## src/rtl/scratch_result_harvester_if.sv

```systemverilog
// Snoop, dump-stream and status bundle for scratch_result_harvester.
// The bench or CPU-side wrapper uses the master modport; the harvester uses the slave modport.
interface scratch_result_harvester_if #(
    parameter int DATA_W = 8,
    parameter int ADDR_W = 6
);
    logic              start;
    logic              spr_we;
    logic [ADDR_W-1:0] spr_addr;
    logic [DATA_W-1:0] spr_wdata;
    logic              dump_valid;
    logic              dump_ready;
    logic [ADDR_W-1:0] dump_addr;
    logic [DATA_W-1:0] dump_data;
    logic              dump_wr;
    logic              dump_last;
    logic              busy;
    logic              done;
    logic              timeout;
    logic              late_write;
    logic [DATA_W-1:0] checksum;

    modport master (
        output start, spr_we, spr_addr, spr_wdata, dump_ready,
        input  dump_valid, dump_addr, dump_data, dump_wr, dump_last,
        input  busy, done, timeout, late_write, checksum
    );

    modport slave (
        input  start, spr_we, spr_addr, spr_wdata, dump_ready,
        output dump_valid, dump_addr, dump_data, dump_wr, dump_last,
        output busy, done, timeout, late_write, checksum
    );
endinterface

```

## src/rtl/scratch_result_harvester.sv

```systemverilog
// Shadows the scratchpad write port, waits for the sentinel write plus a settle delay, then streams it out.
// Optional feature macro HARVEST_CHECKSUM_EN: adds a running mod-2**DATA_W sum of dumped data.
module scratch_result_harvester #(
    parameter int DATA_W         = 8,
    parameter int ADDR_W         = 6,
    parameter int DEPTH          = 64,
    parameter int SENTINEL_ADDR  = DEPTH - 1,
    parameter int SETTLE_CYCLES  = 20,
    parameter int TIMEOUT_CYCLES = 65535
) (
    input  logic                        clk_i,
    input  logic                        reset_ni,
    scratch_result_harvester_if.slave   bus
);

    typedef enum logic [2:0] {IDLE, ARMED, SETTLE, DUMP, DONE} state_t;

    state_t              state_q, state_d;
    logic [DEPTH-1:0]    written_q, written_d;
    logic [DATA_W-1:0]   shadow_q [DEPTH];
    logic [ADDR_W-1:0]   addr_q, addr_d;
    logic [31:0]         settle_q, settle_d;
    logic [31:0]         tmo_q, tmo_d;
    logic                done_q, done_d;
    logic                timeout_q, timeout_d;
    logic                late_q, late_d;

    logic in_range, snoop_en, sentinel_hit, handshake, is_last, idle_like, arm;

    assign idle_like    = (state_q == IDLE) || (state_q == DONE);
    assign arm          = idle_like && bus.start;
    assign in_range     = 32'(bus.spr_addr) < 32'(DEPTH);
    assign snoop_en     = bus.spr_we && in_range && ((state_q == ARMED) || (state_q == SETTLE));
    assign sentinel_hit = bus.spr_we && (bus.spr_addr == ADDR_W'(SENTINEL_ADDR));
    assign handshake    = (state_q == DUMP) && bus.dump_ready;
    assign is_last      = (addr_q == ADDR_W'(DEPTH - 1));

    always_ff @(posedge clk_i or negedge reset_ni) begin
        if (!reset_ni) begin
            state_q   <= IDLE;
            written_q <= '0;
            addr_q    <= '0;
            settle_q  <= '0;
            tmo_q     <= '0;
            done_q    <= 1'b0;
            timeout_q <= 1'b0;
            late_q    <= 1'b0;
        end else begin
            state_q   <= state_d;
            written_q <= written_d;
            addr_q    <= addr_d;
            settle_q  <= settle_d;
            tmo_q     <= tmo_d;
            done_q    <= done_d;
            timeout_q <= timeout_d;
            late_q    <= late_d;
        end
    end

    // Shadow contents are masked by the written bits, so the array itself needs no reset.
    always_ff @(posedge clk_i) begin
        if (snoop_en) begin
            shadow_q[bus.spr_addr] <= bus.spr_wdata;
        end
    end

    always_comb begin
        state_d   = state_q;
        written_d = written_q;
        addr_d    = addr_q;
        settle_d  = settle_q;
        tmo_d     = tmo_q;
        done_d    = done_q;
        timeout_d = timeout_q;
        late_d    = late_q;

        if (snoop_en) begin
            written_d[bus.spr_addr] = 1'b1;
        end

        case (state_q)
            IDLE, DONE: begin
                if (bus.start) begin
                    state_d   = ARMED;
                    written_d = '0;
                    addr_d    = '0;
                    settle_d  = '0;
                    tmo_d     = '0;
                    done_d    = 1'b0;
                    timeout_d = 1'b0;
                    late_d    = 1'b0;
                end
            end
            ARMED: begin
                tmo_d = tmo_q + 32'd1;
                if (sentinel_hit) begin
                    state_d  = SETTLE;
                    settle_d = '0;
                end else if ((TIMEOUT_CYCLES != 0) && (tmo_q == 32'(TIMEOUT_CYCLES - 1))) begin
                    state_d   = DONE;
                    timeout_d = 1'b1;
                end
            end
            SETTLE: begin
                if (settle_q == 32'(SETTLE_CYCLES - 1)) begin
                    state_d = DUMP;
                    addr_d  = '0;
                end else begin
                    settle_d = settle_q + 32'd1;
                end
            end
            DUMP: begin
                if (bus.spr_we) begin
                    late_d = 1'b1;
                end
                if (handshake) begin
                    if (is_last) begin
                        state_d = DONE;
                        done_d  = 1'b1;
                    end else begin
                        addr_d = addr_q + 1'b1;
                    end
                end
            end
            default: state_d = IDLE;
        endcase
    end

    assign bus.dump_valid = (state_q == DUMP);
    assign bus.dump_addr  = bus.dump_valid ? addr_q : '0;
    assign bus.dump_wr    = bus.dump_valid && written_q[addr_q];
    assign bus.dump_data  = bus.dump_wr ? shadow_q[addr_q] : '0;
    assign bus.dump_last  = bus.dump_valid && is_last;
    assign bus.busy       = (state_q == ARMED) || (state_q == SETTLE) || (state_q == DUMP);
    assign bus.done       = done_q;
    assign bus.timeout    = timeout_q;
    assign bus.late_write = late_q;

`ifdef HARVEST_CHECKSUM_EN
    logic [DATA_W-1:0] csum_q;

    always_ff @(posedge clk_i or negedge reset_ni) begin
        if (!reset_ni) begin
            csum_q <= '0;
        end else if (arm) begin
            csum_q <= '0;
        end else if (handshake) begin
            csum_q <= csum_q + bus.dump_data;
        end
    end

    assign bus.checksum = csum_q;
`else
    logic unused_arm;
    assign unused_arm   = arm;
    assign bus.checksum = '0;
`endif

endmodule

```

## src/flat_wrapper.sv

```systemverilog
// flat-port wrapper written by rule: the top's interface ports become plain ports
module scratch_result_harvester_flat 
#(
    parameter int DATA_W         = 8,
    parameter int ADDR_W         = 6,
    parameter int DEPTH          = 64,
    parameter int SENTINEL_ADDR  = DEPTH - 1,
    parameter int SETTLE_CYCLES  = 20,
    parameter int TIMEOUT_CYCLES = 65535
)
  (clk_i, reset_ni, bus_start, bus_spr_we, bus_spr_addr, bus_spr_wdata, bus_dump_ready, bus_dump_valid, bus_dump_addr, bus_dump_data, bus_dump_wr, bus_dump_last, bus_busy, bus_done, bus_timeout, bus_late_write, bus_checksum);
  scratch_result_harvester_if #(.DATA_W(DATA_W), .ADDR_W(ADDR_W)) bus_i ();
  input  logic clk_i;
  input  logic reset_ni;
  input wire logic [$bits(bus_i.start)-1:0] bus_start;
  input wire logic [$bits(bus_i.spr_we)-1:0] bus_spr_we;
  input wire logic [$bits(bus_i.spr_addr)-1:0] bus_spr_addr;
  input wire logic [$bits(bus_i.spr_wdata)-1:0] bus_spr_wdata;
  input wire logic [$bits(bus_i.dump_ready)-1:0] bus_dump_ready;
  output wire logic [$bits(bus_i.dump_valid)-1:0] bus_dump_valid;
  output wire logic [$bits(bus_i.dump_addr)-1:0] bus_dump_addr;
  output wire logic [$bits(bus_i.dump_data)-1:0] bus_dump_data;
  output wire logic [$bits(bus_i.dump_wr)-1:0] bus_dump_wr;
  output wire logic [$bits(bus_i.dump_last)-1:0] bus_dump_last;
  output wire logic [$bits(bus_i.busy)-1:0] bus_busy;
  output wire logic [$bits(bus_i.done)-1:0] bus_done;
  output wire logic [$bits(bus_i.timeout)-1:0] bus_timeout;
  output wire logic [$bits(bus_i.late_write)-1:0] bus_late_write;
  output wire logic [$bits(bus_i.checksum)-1:0] bus_checksum;
  assign bus_i.start = bus_start;
  assign bus_i.spr_we = bus_spr_we;
  assign bus_i.spr_addr = bus_spr_addr;
  assign bus_i.spr_wdata = bus_spr_wdata;
  assign bus_i.dump_ready = bus_dump_ready;
  assign bus_dump_valid = bus_i.dump_valid;
  assign bus_dump_addr = bus_i.dump_addr;
  assign bus_dump_data = bus_i.dump_data;
  assign bus_dump_wr = bus_i.dump_wr;
  assign bus_dump_last = bus_i.dump_last;
  assign bus_busy = bus_i.busy;
  assign bus_done = bus_i.done;
  assign bus_timeout = bus_i.timeout;
  assign bus_late_write = bus_i.late_write;
  assign bus_checksum = bus_i.checksum;
  scratch_result_harvester #(.DATA_W(DATA_W), .ADDR_W(ADDR_W), .DEPTH(DEPTH), .SENTINEL_ADDR(SENTINEL_ADDR), .SETTLE_CYCLES(SETTLE_CYCLES), .TIMEOUT_CYCLES(TIMEOUT_CYCLES)) u_core (.clk_i(clk_i), .reset_ni(reset_ni), .bus(bus_i));
endmodule
```

## config.mk

```make
export PLATFORM = sky130hd
export DESIGN_NAME = scratch_result_harvester_flat
export DESIGN_NICKNAME = d
export VERILOG_FILES = /design/src/rtl/scratch_result_harvester_if.sv /design/src/rtl/scratch_result_harvester.sv /design/src/flat_wrapper.sv
export SDC_FILE = /design/constraint.sdc
export NUM_CORES = 1
export LEC_CHECK = 0
export CORE_ASPECT_RATIO = 1.4
export CORE_MARGIN = 5
export CORE_UTILIZATION = 52
export DETAILED_ROUTE_END_ITERATION = 8
export GPL_TIMING_DRIVEN = 1
export PLACE_DENSITY = 0.68
export SYNTH_ARGS = -nofsm -noshare
export SYNTH_HDL_FRONTEND = slang
export SYNTH_SLANG_ARGS = --single-unit
```

## constraint.sdc

```tcl
create_clock -name clk_i -period 4.6 [get_ports clk_i]
set_clock_uncertainty 0.1 [all_clocks]
set_input_delay 0.92 -clock clk_i [delete_from_list [all_inputs] [get_ports clk_i]]
set_output_delay 0.92 -clock clk_i [all_outputs]
set_load 0.1 [all_outputs]
```

==> results.env <==
ANTENNA_FOUND_INITIAL=0
AREA_OF_THE_DIE_UM2=56900
CAP_VIOLATIONS=0
REG2REGPATHDEPTH=6
DETAILROUTE.VIA_COUNT=15500
DETAIL-ROUTE-ANTENNA-NETS=0
PROPORTION_OF_LAYOUT_CELLS_WITH_A_DRIVE_SUFFIX_ABOVE_1=0.213
WORSTSETUPPATHTYPE='reg2out'
CTS_NUM_SINKS=652
SYNTH-COMPOUND-AREA-SHARE=0.0720
CTS.CLK_SLEW.WORST_PATHS_NS=0.06
TRACK_USAGE=0.232
REPORT.FINAL.HOLD_VIOL_COUNT=0
CTS_BUFFER_DEPTH=3
SEQ_AREA_FRAC_SYNTH=0.696
SETUP_VIOL=0
MIN-DELAY-PATH-CLASS='in2async'
TIMING.FINAL.CRIT_SHARE=0.993
DRT-INITIAL-DRC-COUNT=1302
PERIOD_NEEDED_NS=4.57
MOST_FREQUENT_STANDARD_CELL_IN_THE_LAYOUT_EXCLUDING_FILL_AND_TAP_CELLS='sky130_fd_sc_hd__edfxtp_1'
GRT_PASS1_VIAS=15800
TIMING.CRITICAL_PATH.REQUIRED_NS=3.58
DIE_WIDTH_UM=203
DETAIL_ROUTE.WIRELENGTH_UM=65600
GRT_FIRST_PASS_WIRELENGTH_UM=99700
DRTPASS1ITERATIONS=5
GP_CONGESTION=0.975
MOSTFREQUENTLAYOUTCELLS='512 x sky130_fd_sc_hd__edfxtp_1, 137 x sky130_fd_sc_hd__dfrtp_1, 121 x sky130_fd_sc_hd__nor2_1'
AREA_DELTA_SYNTH_FINAL_PCT=13.3
R2R_SLACK_NS=1.54
ARRIVAL_NS=3.55
WORST_SKEW_PAIR.LATE_LATENCY_NS=0.61
DETAILED_PLACE_HPWL_UM=43200
LAYOUT.CORE_UTILIZATION=0.592
GRT_SETUP_UNREPAIRED='yes'
GATE_COUNT_POST_SYNTH=1635
FLOORPLAN.ROWS=99
PORT-BUFFER-COUNT=39
CTS-HTREE-LEVELS=2
FLOORPLAN.IO_PINS=48
YS_WARN_COUNT=0
SYNTH-SEQ-CELLS=652
SYNTH_TOP_FAMILY_BY_AREA='multiplexers'
TIMING.CRITICAL_PATH.TO_TYPE='output port'
VIAS_PER_CELL=6.36
WL_PER_CELL_UM=26.8
POSTLAYOUTSETUPSLACKWORST_NS=0.0341
SYNTH_ASYNC_SR_FLOP_SHARE=0.215
GR-TOTAL-OVERFLOW=0
NETLIST-CELL-TYPE-COUNT=68
YS.FLOP_TYPE='sky130_fd_sc_hd__edfxtp_1'
INITIAL_UTILIZATION=0.522
GRT_START_MAX_NET_PINS=104
N_FILL_CELL=3805
CTS.ROOT.BUFFER_CELL='sky130_fd_sc_hd__clkbuf_16'
SYNTH.AVG_CELL_AREA_UM2=16.6
TIMING.RR.END='u_core.shadow_q[54][0]$_DFFE_PP_'
SYNTHESIS.AREA_UM2=27100
POWER.DENSITY_nW_PER_UM2=390
PLACE_WS_NS=0.420
DRC=0
FINAL_MAX_SLEW_VIOLS=0
TIMING_WORST_SLEW_PIN_VALUE_NS=1.23
FP.DIEH_UM=280
ADDER_CELL_AREA_SHARE_OF_THE_YOSYS_NETLIST=0.00185
SLEW_HEADROOM=0.179
R2R_START='u_core.state_q[0]$_DFFE_PN0P_'
POST_SYNTH_AND_OR_NAND_NOR_AREA_FRACTION=0.0719
CRITPATHLAUNCHTYPE='flip-flop'
PEAKVDDDROP_mV=0.266
LAYOUT.NETS=1760
POWER_LEAKAGE_uW=0.0101
MAXIMUM_FREQUENCY_FROM_STATIC_TIMING_ANALYSIS_MHz=219
CTS_INSERTED_BUFFERS=59
POST_SYNTHESIS_XOR_XNOR_AREA_FRACTION=0.000646
OUTCOME='complete, no violations'
NUMBER_OF_FLOPS_MAPPED_TO_ENABLE_CELLS_BY_YOSYS=512
TIMING.CRITICAL_PATH.FANOUT_MAX=19
DESIGN.CORE.AREA_UM2=51900
SETUP.WORST_PATH.START='u_core.addr_q[0]$_DFFE_PN0P_'
SYNTHMUXAREASHARE=0.135
TRITONCTS='yes'
==> area by class of cell <==
| type | instances | area (µm²) | area share |
|---|---|---|---|
| Antenna cell | 1 | 2.50 | 0.0000815 |
| Clock buffer | 77 | 1600 | 0.0522 |
| Clock inverter | 33 | 299 | 0.00974 |
| Inverter | 14 | 52.6 | 0.00171 |
| Multi-Input combinational cell | 878 | 7790 | 0.254 |
| Sequential cell | 652 | 18900 | 0.615 |
| Tap cell | 656 | 821 | 0.0267 |
| Timing Repair Buffer | 132 | 1250 | 0.0408 |
==> worst max path at each step <==
| stage | end | slack [ns] |
|---|---|---|
| floorplan | bus_dump_data[0] | -0.50 |
| global placement | bus_dump_data[7] | 0.39 |
| detailed placement | bus_dump_data[7] | 0.42 |
| CTS | bus_dump_data[4] | 0.01 |
| global route | bus_dump_data[1] | -0.03 |
| finish | bus_dump_data[7] | 0.03 |
==> state kept, by name, indices dropped and copies added (netlist names) <==
register               flops
u_core.bus.timeout         1
u_core.state_q             3
u_core.tmo_q              32
u_core.addr_q              6
u_core.shadow_q          512
u_core.written_q          64
u_core.bus.late_write      1
u_core.settle_q           32
u_core.bus.done            1
==> kinds of logic (layout without fill, tap and decap cells) <==
| family | count (synthesis) | count (layout) |
|---|---|---|
| and+or+nand+nor | 376 | 376 |
| xor gates and xnor gates | 2 | 2 |
| other | 1 | 9 |
| AOI/OAI and AO/OA | 266 | 266 |
| DFF | 652 | 652 |
| buffers and inverters | 112 | 256 |
| adders and majority gates | 4 | 4 |
| muxes | 222 | 222 |
==> layer usage <==
metal	up-vias	GRT usage	share of wire
met4	0	0.106	0.054
met1	8073	0.292	0.37
met5	-	0	0
li1	6764	-	-
met3	163	0.0309	0.052
met2	543	0.403	0.52
==> per-stage QoR <==
stage | std cells | power [µW] | TNS (ns) | cell area (µm²) | hold slack, ns
after floorplan | 1642 | 6970 | -3.98 | 27100 | 0.349
after global placement | 2329 | 7230 | 0 | 28600 | 0.368
after detailed placement | 2329 | 7250 | 0 | 28600 | 0.376
after CTS | 2442 | 12100 | 0 | 30600 | 0.384
after global routing | 2442 | 12400 | -0.0700 | 30700 | 0.400
final | 2443 | 12000 | 0 | 30700 | 0.355
==> critical path: stages, from the launching register on <==
cell and delay (ns):
sky130_fd_sc_hd__dfrtp_4 0.56, sky130_fd_sc_hd__buf_12 0.20, sky130_fd_sc_hd__buf_4 0.21, sky130_fd_sc_hd__nor2b_1 0.12, sky130_fd_sc_hd__a2111oi_0 0.08, sky130_fd_sc_hd__nor4_1 0.55, sky130_fd_sc_hd__o221ai_4 0.33, sky130_fd_sc_hd__a211oi_1 0.60
sky130_fd_sc_hd__buf_12 0.25
==> synth_stat cells, drive strengths merged (11+ instances only) <==
cell / count / area, µm²
buf: 57 / 398
a2111oi: 17 / 149
dfrtp: 140 / 3500
mux2i: 81 / 811
o31ai: 26 / 195
mux2: 29 / 327
or3: 18 / 113
o211ai: 14 / 105
a21oi: 29 / 145
o21ai: 34 / 170
a221o: 14 / 140
nand2: 56 / 210
inv: 14 / 52.6
o22ai: 17 / 106
nand4: 23 / 144
mux4: 112 / 2520
o221ai: 20 / 213
o21a: 66 / 495
clkbuf: 41 / 154
a211oi: 11 / 82.6
nand3: 31 / 165
edfxtp: 512 / 15400
or4: 15 / 113
nor4: 13 / 96.3
nor2: 121 / 454
nor3: 38 / 201
==> where the power goes <==
group	leakage, µW	total (µW)	internal, µW	switching [µW]
Combinational	0.00263	674	164	510
Sequential	0.00655	6450	6420	37.8
Clock	0.000936	4840	2740	2100
==> repair_timing <==
action                     CTS  global route
hold buffers                 0             0
setup buffers                3             0
gates resized for setup     16            20
pin swaps                    1             0
setup endpoints to repair    9             9
Note: power is estimated with default switching activity, not from simulation.
